===== src/rtl/usb_rx_defs.sv =====
// Shared definitions for the USB full-speed receive path: framer states,
// PID type codes carried in pid[1:0], and the bit-stuffing run length.
package usb_rx_defs;

    typedef enum logic [2:0] {
        ST_IDLE,
        ST_PID,
        ST_DATA,
        ST_FLUSH,
        ST_CHECK,
        ST_DONE
    } framer_state_e;

    typedef enum logic [1:0] {
        PT_SPECIAL   = 2'b00,
        PT_TOKEN     = 2'b01,
        PT_HANDSHAKE = 2'b10,
        PT_DATA      = 2'b11
    } pid_type_e;

    localparam int unsigned STUFF_LIMIT = 6;

    // Tokens carry CRC5 and data packets CRC16; handshake/special carry none.
    function automatic logic pid_uses_crc(input pid_type_e t);
        return (t == PT_TOKEN) || (t == PT_DATA);
    endfunction

endpackage


===== src/rtl/bit_unstuff.sv =====
// Bit unstuffer: tracks the run of consecutive ones and discards the bit
// that follows six ones. A one in the stuff position is a stuffing error.
module bit_unstuff
    import usb_rx_defs::*;
(
    input  logic clk_c,
    input  logic reset,
    input  logic rx_valid_i,
    input  logic rx_bit_i,
    input  logic clear_i,
    output logic bit_valid_o,
    output logic bit_o,
    output logic stuff_err_o
);

    logic [2:0] ones_q;
    logic [2:0] ones_d;
    logic       at_limit;

    assign at_limit    = (ones_q == 3'(STUFF_LIMIT));
    assign bit_o       = rx_bit_i;
    assign bit_valid_o = rx_valid_i && !clear_i && !at_limit;
    assign stuff_err_o = rx_valid_i && !clear_i && at_limit && rx_bit_i;

    // Next ones count. While cleared the count tracks only the latest bit,
    // so the SYNC-terminating one enters PID with a count of 1.
    always_comb begin
        ones_d = ones_q;
        if (clear_i) begin
            ones_d = (rx_valid_i && rx_bit_i) ? 3'd1 : 3'd0;
        end else if (rx_valid_i) begin
            if (at_limit || !rx_bit_i) begin
                ones_d = '0;
            end else begin
                ones_d = ones_q + 3'd1;
            end
        end
    end

    // Ones-count register.
    always_ff @(posedge clk_c) begin
        if (reset) begin
            ones_q <= '0;
        end else begin
            ones_q <= ones_d;
        end
    end

endmodule


===== src/rtl/rx_pkt_framer.sv =====
// USB full-speed receive packet framer: SYNC detection, PID capture and
// validation, payload byte assembly and serial CRC checker sequencing.
module rx_pkt_framer
    import usb_rx_defs::*;
#(
    parameter int unsigned SYNC_MIN = 3
) (
    input  logic       clk_c,
    input  logic       reset,
    input  logic       rx_valid,
    input  logic       rx_bit,
    input  logic       se0,
    input  logic       crc_error,
    output logic       crc_bit,
    output logic       crc_rcs,
    output logic       crc_cwe_z,
    output logic       crc_chck,
    output logic       crc_sel16,
    output logic       pkt_start,
    output logic [3:0] pid,
    output logic       pid_valid,
    output logic [7:0] rx_data,
    output logic       byte_valid,
    output logic       pkt_end,
    output logic       err_pid,
    output logic       err_stuff,
    output logic       err_crc,
    output logic       err_align
);

    localparam int unsigned ZW = $clog2(SYNC_MIN + 1);

    framer_state_e state_q;
    logic [ZW-1:0] zeros_q;
    logic          se0_seen_q;
    logic [7:0]    sh_q;
    logic [7:0]    sh_d;
    logic [2:0]    bitcnt_q;
    logic [2:0]    bitcnt_d;
    logic          use_crc_q;
    logic          chk_phase_q;
    logic          eop;

    logic          ub_clear;
    logic          ub_valid;
    logic          ub_bit;
    logic          ub_err;

    logic          crc_bit_q, crc_rcs_q, crc_cwe_z_q, crc_chck_q, crc_sel16_q;
    logic          pkt_start_q, pid_valid_q, byte_valid_q, pkt_end_q;
    logic [3:0]    pid_q;
    logic [7:0]    rx_data_q;
    logic          err_pid_q, err_stuff_q, err_crc_q, err_align_q;

    // SE0 strobes never reach the unstuffer, so EOP neither shifts nor counts.
    bit_unstuff u_unstuff (
        .clk_c       (clk_c),
        .reset       (reset),
        .rx_valid_i  (rx_valid && !se0),
        .rx_bit_i    (rx_bit),
        .clear_i     (ub_clear),
        .bit_valid_o (ub_valid),
        .bit_o       (ub_bit),
        .stuff_err_o (ub_err)
    );

    // Datapath helpers: unstuff enable, LSB-first shift, bit count, EOP.
    always_comb begin
        ub_clear = (state_q != ST_PID) && (state_q != ST_DATA);
        sh_d     = {ub_bit, sh_q[7:1]};
        bitcnt_d = bitcnt_q + 3'd1;
        eop      = rx_valid && se0 && se0_seen_q;
    end

    // Framer FSM with registered outputs and status flags.
    always_ff @(posedge clk_c) begin
        if (reset) begin
            state_q      <= ST_IDLE;
            zeros_q      <= '0;
            se0_seen_q   <= 1'b0;
            sh_q         <= '0;
            bitcnt_q     <= '0;
            use_crc_q    <= 1'b0;
            chk_phase_q  <= 1'b0;
            crc_bit_q    <= 1'b0;
            crc_rcs_q    <= 1'b0;
            crc_cwe_z_q  <= 1'b0;
            crc_chck_q   <= 1'b0;
            crc_sel16_q  <= 1'b0;
            pkt_start_q  <= 1'b0;
            pid_q        <= '0;
            pid_valid_q  <= 1'b0;
            rx_data_q    <= '0;
            byte_valid_q <= 1'b0;
            pkt_end_q    <= 1'b0;
            err_pid_q    <= 1'b0;
            err_stuff_q  <= 1'b0;
            err_crc_q    <= 1'b0;
            err_align_q  <= 1'b0;
        end else begin
            pkt_start_q  <= 1'b0;
            pid_valid_q  <= 1'b0;
            byte_valid_q <= 1'b0;
            crc_rcs_q    <= 1'b0;
            crc_chck_q   <= 1'b0;
            pkt_end_q    <= 1'b0;

            // An SE0 arms EOP; a second consecutive SE0 strobe completes it.
            if (rx_valid) begin
                se0_seen_q <= se0 && !se0_seen_q && (state_q != ST_IDLE);
            end

            case (state_q)
                ST_IDLE: begin
                    if (rx_valid && !se0) begin
                        if (!rx_bit) begin
                            if (zeros_q != ZW'(SYNC_MIN)) begin
                                zeros_q <= zeros_q + ZW'(1);
                            end
                        end else begin
                            zeros_q <= '0;
                            if (zeros_q == ZW'(SYNC_MIN)) begin
                                pkt_start_q <= 1'b1;
                                err_pid_q   <= 1'b0;
                                err_stuff_q <= 1'b0;
                                err_crc_q   <= 1'b0;
                                err_align_q <= 1'b0;
                                pid_q       <= '0;
                                crc_sel16_q <= 1'b0;
                                use_crc_q   <= 1'b0;
                                bitcnt_q    <= '0;
                                state_q     <= ST_PID;
                            end
                        end
                    end
                end

                ST_PID: begin
                    if (eop) begin
                        err_align_q <= 1'b1;
                        pkt_end_q   <= 1'b1;
                        state_q     <= ST_DONE;
                    end else if (ub_err) begin
                        err_stuff_q <= 1'b1;
                        state_q     <= ST_FLUSH;
                    end else if (ub_valid) begin
                        sh_q     <= sh_d;
                        bitcnt_q <= bitcnt_d;
                        if (bitcnt_q == 3'd7) begin
                            if (sh_d[7:4] == ~sh_d[3:0]) begin
                                pid_q       <= sh_d[3:0];
                                pid_valid_q <= 1'b1;
                                crc_sel16_q <= (pid_type_e'(sh_d[1:0]) == PT_DATA);
                                use_crc_q   <= pid_uses_crc(pid_type_e'(sh_d[1:0]));
                                state_q     <= ST_DATA;
                            end else begin
                                err_pid_q <= 1'b1;
                                state_q   <= ST_FLUSH;
                            end
                        end
                    end
                end

                ST_DATA: begin
                    if (eop) begin
                        crc_cwe_z_q <= 1'b0;
                        if (bitcnt_q != 3'd0) begin
                            err_align_q <= 1'b1;
                            pkt_end_q   <= 1'b1;
                            state_q     <= ST_DONE;
                        end else if (use_crc_q) begin
                            crc_chck_q  <= 1'b1;
                            chk_phase_q <= 1'b0;
                            state_q     <= ST_CHECK;
                        end else begin
                            pkt_end_q <= 1'b1;
                            state_q   <= ST_DONE;
                        end
                    end else if (ub_err) begin
                        crc_cwe_z_q <= 1'b0;
                        err_stuff_q <= 1'b1;
                        state_q     <= ST_FLUSH;
                    end else if (ub_valid) begin
                        crc_bit_q   <= ub_bit;
                        crc_rcs_q   <= use_crc_q;
                        crc_cwe_z_q <= 1'b1;
                        sh_q        <= sh_d;
                        bitcnt_q    <= bitcnt_d;
                        if (bitcnt_q == 3'd7) begin
                            rx_data_q    <= sh_d;
                            byte_valid_q <= 1'b1;
                        end
                    end
                end

                ST_FLUSH: begin
                    if (eop) begin
                        pkt_end_q <= 1'b1;
                        state_q   <= ST_DONE;
                    end
                end

                // Two cycles: the first carries crc_chck, the second samples the result.
                ST_CHECK: begin
                    if (!chk_phase_q) begin
                        chk_phase_q <= 1'b1;
                    end else begin
                        chk_phase_q <= 1'b0;
                        err_crc_q   <= crc_error;
                        pkt_end_q   <= 1'b1;
                        state_q     <= ST_DONE;
                    end
                end

                ST_DONE: begin
                    state_q <= ST_IDLE;
                end

                default: begin
                    state_q <= ST_IDLE;
                end
            endcase
        end
    end

    assign crc_bit    = crc_bit_q;
    assign crc_rcs    = crc_rcs_q;
    assign crc_cwe_z  = crc_cwe_z_q;
    assign crc_chck   = crc_chck_q;
    assign crc_sel16  = crc_sel16_q;
    assign pkt_start  = pkt_start_q;
    assign pid        = pid_q;
    assign pid_valid  = pid_valid_q;
    assign rx_data    = rx_data_q;
    assign byte_valid = byte_valid_q;
    assign pkt_end    = pkt_end_q;
    assign err_pid    = err_pid_q;
    assign err_stuff  = err_stuff_q;
    assign err_crc    = err_crc_q;
    assign err_align  = err_align_q;

endmodule


===== config.mk =====
export PLATFORM = sky130hd
export DESIGN_NAME = rx_pkt_framer
export DESIGN_NICKNAME = d
export VERILOG_FILES = /design/src/rtl/usb_rx_defs.sv /design/src/rtl/bit_unstuff.sv /design/src/rtl/rx_pkt_framer.sv
export SDC_FILE = /design/constraint.sdc
export NUM_CORES = 1
export LEC_CHECK = 0
export CORE_AREA = 8 8 130 72
export CTS_CLUSTER_DIAMETER = 150
export DETAILED_ROUTE_END_ITERATION = 8
export DIE_AREA = 0 0 138 80
export PLACE_DENSITY = 0.46
export RECOVER_POWER = 100
export REMOVE_ABC_BUFFERS = 1
export SETUP_SLACK_MARGIN = 0.3
export SLEW_MARGIN = 20
export SYNTH_ARGS = -nofsm -noshare
export SYNTH_HDL_FRONTEND = slang
export SYNTH_SLANG_ARGS = --single-unit

===== constraint.sdc =====
create_clock -name clk_c -period 2.65 [get_ports clk_c]
set_input_delay 0.53 -clock clk_c [delete_from_list [all_inputs] [get_ports clk_c]]
set_output_delay 0.53 -clock clk_c [all_outputs]
set_load 0.01 [all_outputs]

# Word-level counts from Yosys, hierarchy flattened
# Index checks and enable logic that the tools add are counted.
[word_totals] ff_bits=47 in_bits=6 out_inout_bits=25 elab_cells=205
[classes] addsub=3 n_eq_ne=36 muxes=85 n_bitwise=10 n_reduce_logical=48
[ops] operator="3-bit 2-to-1 mux" n=20
[ops] operator="1-bit 2-to-1 mux" n=44
[ops] operator="2-bit inequality test, second input constant" n=17
[ops] operator="4-bit 2-to-1 mux" n=8
[ops] operator="9-bit AND reduction" n=2
[ops] operator="3-bit case mux with 5 select lines" n=1
[ops] operator="7-bit AND reduction" n=2
[ops] operator="1-bit case mux with 2 select lines" n=6
[ops] operator="4-bit AND reduction" n=3
[ops] operator="2-bit nonzero test" n=6
[ops] operator="3-bit nonzero test" n=4
[ops] operator="1-bit logical AND" n=11
[ops] operator="5-bit AND reduction" n=2
[ops] operator="3-bit equality test, second input constant" n=3
[ops] operator="1-bit NOT" n=9
[ops] operator="2-bit by 1-bit inequality test with 1-bit output, second input constant" n=4
[ops] operator="4-bit case mux with 2 select lines" n=1
[ops] operator="8-bit AND reduction" n=1
[ops] operator="4-bit OR reduction" n=2
[ops] operator="3-bit by 1-bit adder with 3-bit output, second input constant" n=2
[ops] operator="3-bit by 2-bit equality test with 1-bit output, second input constant" n=2
[ops] operator="3-bit by 2-bit inequality test with 1-bit output, second input constant" n=2
[ops] operator="1-bit case mux with 3 select lines" n=2
[ops] operator="3-bit case mux with 2 select lines" n=1
[ops] operator="other kinds (19)" n=27

# Logic depth before layout (Yosys ltp)
[logic_depth] ltp_word=9 mapped_depth=7 mapped_depth_nobuf=7

# Cells and area by module
# A second synthesis with hierarchy kept.
[unflattened] cells_unflattened=248 area_unflattened_um2=2190.9
[modules_own_cells] module="rx_pkt_framer" instances=1 cells_each=225 area_per_inst_um2=1993.2 seq_area_each_um2=860.8
[modules_own_cells] module="bit_unstuff" instances=1 cells_each=23 area_per_inst_um2=197.7 seq_area_each_um2=60.1

# Worst setup path after synthesis
# Ideal clock, no wire load.
[synth_path] path_kind="input-to-reg" start="input rx_valid" end="register crc_sel16_q, in the netlist crc_sel16" setup_ns=0.117 arrival_ns=1.705 required_ns=2.533 path_slack_ns=0.828 stages=6 n_path_buf=1 path_cell_list="clkbuf_2 > and2b_1 > nand4_2 > o31ai_1 > a21oi_1 > a22o_1"
[synth_between] elab_chain_len=6 elab_cells_between_ends=12 cone_classes="4 x eq/ne; 8 x reduce/logical"
[synth_lines] item="from (decl)" line_no="rx_pkt_framer.sv:10" rtl="input logic rx_valid,"
[synth_lines] item="1-bit logical AND" line_no="rx_pkt_framer.sv:59, rx_pkt_framer.sv:115"
[synth_lines] item="1-bit logical AND" line_no="bit_unstuff.sv:22, bit_unstuff.sv:23"
[synth_lines] item="1-bit logical AND (2 in series)" line_no="bit_unstuff.sv:23" rtl="assign stuff_err_o = rx_valid_i && !clear_i && at_limit && rx_bit_i;"
[synth_lines] item="2-bit inequality test (no line)"
[synth_lines] item="9-bit AND reduction (no line) *"
[synth_lines] item="to (signal assigned)" line_no="rx_pkt_framer.sv:153" rtl="crc_sel16_q <= (pid_type_e'(sh_d[1:0]) == PT_DATA);"
[synth_lines] item="to (decl)" line_no="rx_pkt_framer.sv:49" rtl="logic crc_bit_q, crc_rcs_q, crc_cwe_z_q, crc_chck_q, crc_sel16_q;"
# Every way passes the cells marked *; elsewhere a longest branch is shown, timed or not.
# A chain may end at the register's enable or synchronous reset.

# Final worst setup path
# Same ends and word-level chain as after synthesis.

==> results.md <==
* Outcome: finished, final reports clean
* CTS root buf: clkbuf_16
* Cell variety after synth at 56
* Async SR Flop Fraction at 0
* Area leader, netlist: dfxtp_1
* CP Launch Type: input port
* Worst Path Required at approximately 2.9 ns
* Port-buffer cells at 30
* Critical Path AT at 2.52 ns
* Drt via density at approximately 5
* CTS buffer count at 5
* Logic pwr share at 0.087
* Vias after detailed routing at between 1500 and 2000
* Post-route ant nets at 0
* Sw frac at 0.241
* Post-synth top area share at 0.424
* Largest net degree at the start of global routing at 19
* Pint at 1.10 mW
* Core ar. at ~0.0076 mm^2
* Ys Warns at 0
* Top-Level Pins at 31
* N_diodes at 0
* Synthesized cell area at between 0.002 and 0.0025 mm^2
* Measured slew at the worst slew-check pin at 0.711 ns
* HPWL after DPL at 4.38 mm
* Synth top area cells: dfxtp_1 42%, mux2i_1 5.1%, a21oi_1 4.2%
* PwrDens at 536 mW/mm^2
* Placed cell count at between 300 and 400
* Clock transition at the registers of the reported paths at about 0.060 ns
* Worst hold-check path type: reg -> reg
* Setup_tns at 0 ns
* Final #Nets at roughly 280
* Dominant cell by count in the synthesized netlist: dfxtp_1
* Maximum fanout along the worst path at 9
* CTS tree: built
* Fin crit period at around 2.3 ns
* H-tree depth reported by CTS at 2
* Sequential share of power at 0.499
* Initial antenna violation count at 0
* CP Capture Type: flip-flop
* Fmax at around 0.44 GHz
* Clock Path Buffers at 2
* Routability cong. at 0.791
* Post-DR wirelength/cell at about 15 um
* Hold Vio Cnt, Final at 0
* Chip width at between 100 and 150 um
* Count of cells resized by post-cts repair at 0
* Synth Flop Type: dfxtp_1
* Psw at 0.351 mW
* Finished Core Util at 0.357
* Mapped Cells at roughly 240
* Critical path class: in -> reg
* Total global-route track usage at 0.110
* Clk pwr share at 0.414
* Slew Limit Fails at 0
* Hold_buf cts at 0
* Mean Syn Cell Area at just over 9 um^2
* Sequential area share after synthesis at 0.424
* Number of synthesized register bits at 46
* Clock Sink Count at 46
* Layout Skew at between 0.005 and 0.006 ns
* Final worst slack at between 0.3 and 0.4 ns
* Die area at around 0.011 mm^2
* P&R area growth vs syn at 25.0%
* Post-CTS Setup Inserts at 0
* LEAKAGE at 1.12 nW
* Worst-Skew Late Latency at 0.29 ns
* First-pass GRT wire length at 9.54 mm
* EDFF count, synth at 0
* Final period util at 0.859
* Die height at ~80 um
* Setup-failing EPs final at 0
* Detailed-route DRC error count at 0
* Initial DRC Count at between 100 and 150
* Worst slack at placement at about 0.13 ns
* Grt ovf at 0
* Vias in the first global route at ~1700
* Starting density of the core at 0.286
* Post-Layout Cell Count at 370
* Rel. slew slack at 0.526
* Layout cell share with drive strength beyond 1 at 0.0852
* Peak VDD IR at 0.195 mV
* Final Routed Wirelength at between 5 and 6 mm
* Initial DRT Pass Iterations at 4
* Max-cap viol count at 0
* Top cells by count, synth: 46 x dfxtp_1, 21 x nand2_1, 20 x nor2_1
* Row count at 23
* RSZ-0062 raised after global routing: true
-- cell families (layout without fill, tap and decap cells) --
family	Yosys count	after routing	share of synthesized area
xor gates and xnor gates	7	7	0.0317
adders and majority gates	6	6	0.0346
muxes	12	12	0.0577
and+or+nand+nor	88	88	0.220
DFF	46	46	0.424
buffers and inverters	21	56	0.0421
AOI/OAI and AO/OA	55	55	0.190
-- critical path: stages --
cell	delay (ns)
dlygate4sd3_1	0.65
nand3_1	0.39
o211a_1	0.29
nand4b_1	0.12
nor4b_2	0.37
a22o_1	0.17
-- through the flow --
| step | total power, mW | instance area [um^2] | hold slack, ns |
|---|---|---|---|
| 2_1_floorplan | 0.808 | 2110 | 0.441 |
| 3_3_place_gp | 0.878 | 2610 | 0.459 |
| 3_5_place_dp | 0.876 | 2610 | 0.466 |
| 4_1_cts | 1.48 | 2750 | 0.482 |
| 5_1_grt | 1.53 | 2710 | 0.488 |
| 6_report | 1.45 | 2710 | 0.467 |
-- cells in the final DEF (no fill, tap or decap), types with 4 or more instances in the layout --
master / netlist / final
dfxtp_1: 46 / 46
dlygate4sd3_1: 0 / 27
nand2_1: 21 / 21
nor2_1: 20 / 20
a21oi_1: 18 / 17
mux2i_1: 11 / 11
inv_1: 9 / 9
nand3_1: 8 / 8
buf_4: 2 / 7
xor2_1: 6 / 6
nand2b_1: 6 / 6
ha_1: 6 / 6
a22o_1: 5 / 5
nor3_1: 5 / 5
o21ai_0: 4 / 5
clkbuf_16: 0 / 5
nand4_1: 3 / 4
nand4b_1: 4 / 4
or3_1: 4 / 4
-- area by class of cell --
class | count | area [um^2]
Sequential cell | 46 | 921
Timing Repair Buffer | 40 | 364
Inverter | 9 | 33.8
Multi-Input combinational cell | 168 | 1130
Clock buffer | 5 | 125
Fill cell | 805 | 4880
Clock inverter | 2 | 10.0
Tap cell | 100 | 125
-- final timing paths --
check	to	start	slack, ns	cells after the start
setup / recovery	crc_sel16	rx_valid	0.37	6
hold / removal	err_align	err_align	0.47	1
setup reg to reg	rx_data[6]	state_q[0]	0.54	6
hold reg to reg	err_align	err_align	0.47	1
-- power by group through the flow --
stage	clock network [mW]	registers, mW	logic [mW]
after floorplan	0	0.742	0.0665
after global placement	0	0.742	0.137
after detailed placement	0	0.742	0.134
after CTS	0.616	0.727	0.135
after global routing	0.660	0.728	0.139
final	0.602	0.726	0.126
-- state kept, by name, summed over array words and instances, names as in the netlist, 2 cells and up --
| register | count |
|---|---|
| u_unstuff.ones_q | 3 |
| sh_q | 7 |
| zeros_q | 2 |
| rx_data | 8 |
| pid | 4 |
| bitcnt_q | 3 |
| state_q | 3 |
-- routing by layer --
layer  vias to the layer above  global-route usage  wire [um]
met4                         0              0.0420         68
li1                        925                   -          -
met1                       825               0.166       3240
met3                         4              0.0404        443
met5                         -                   0          0
met2                        55               0.131       1970
No activity file was read; power rests on OpenSTA's default activity.
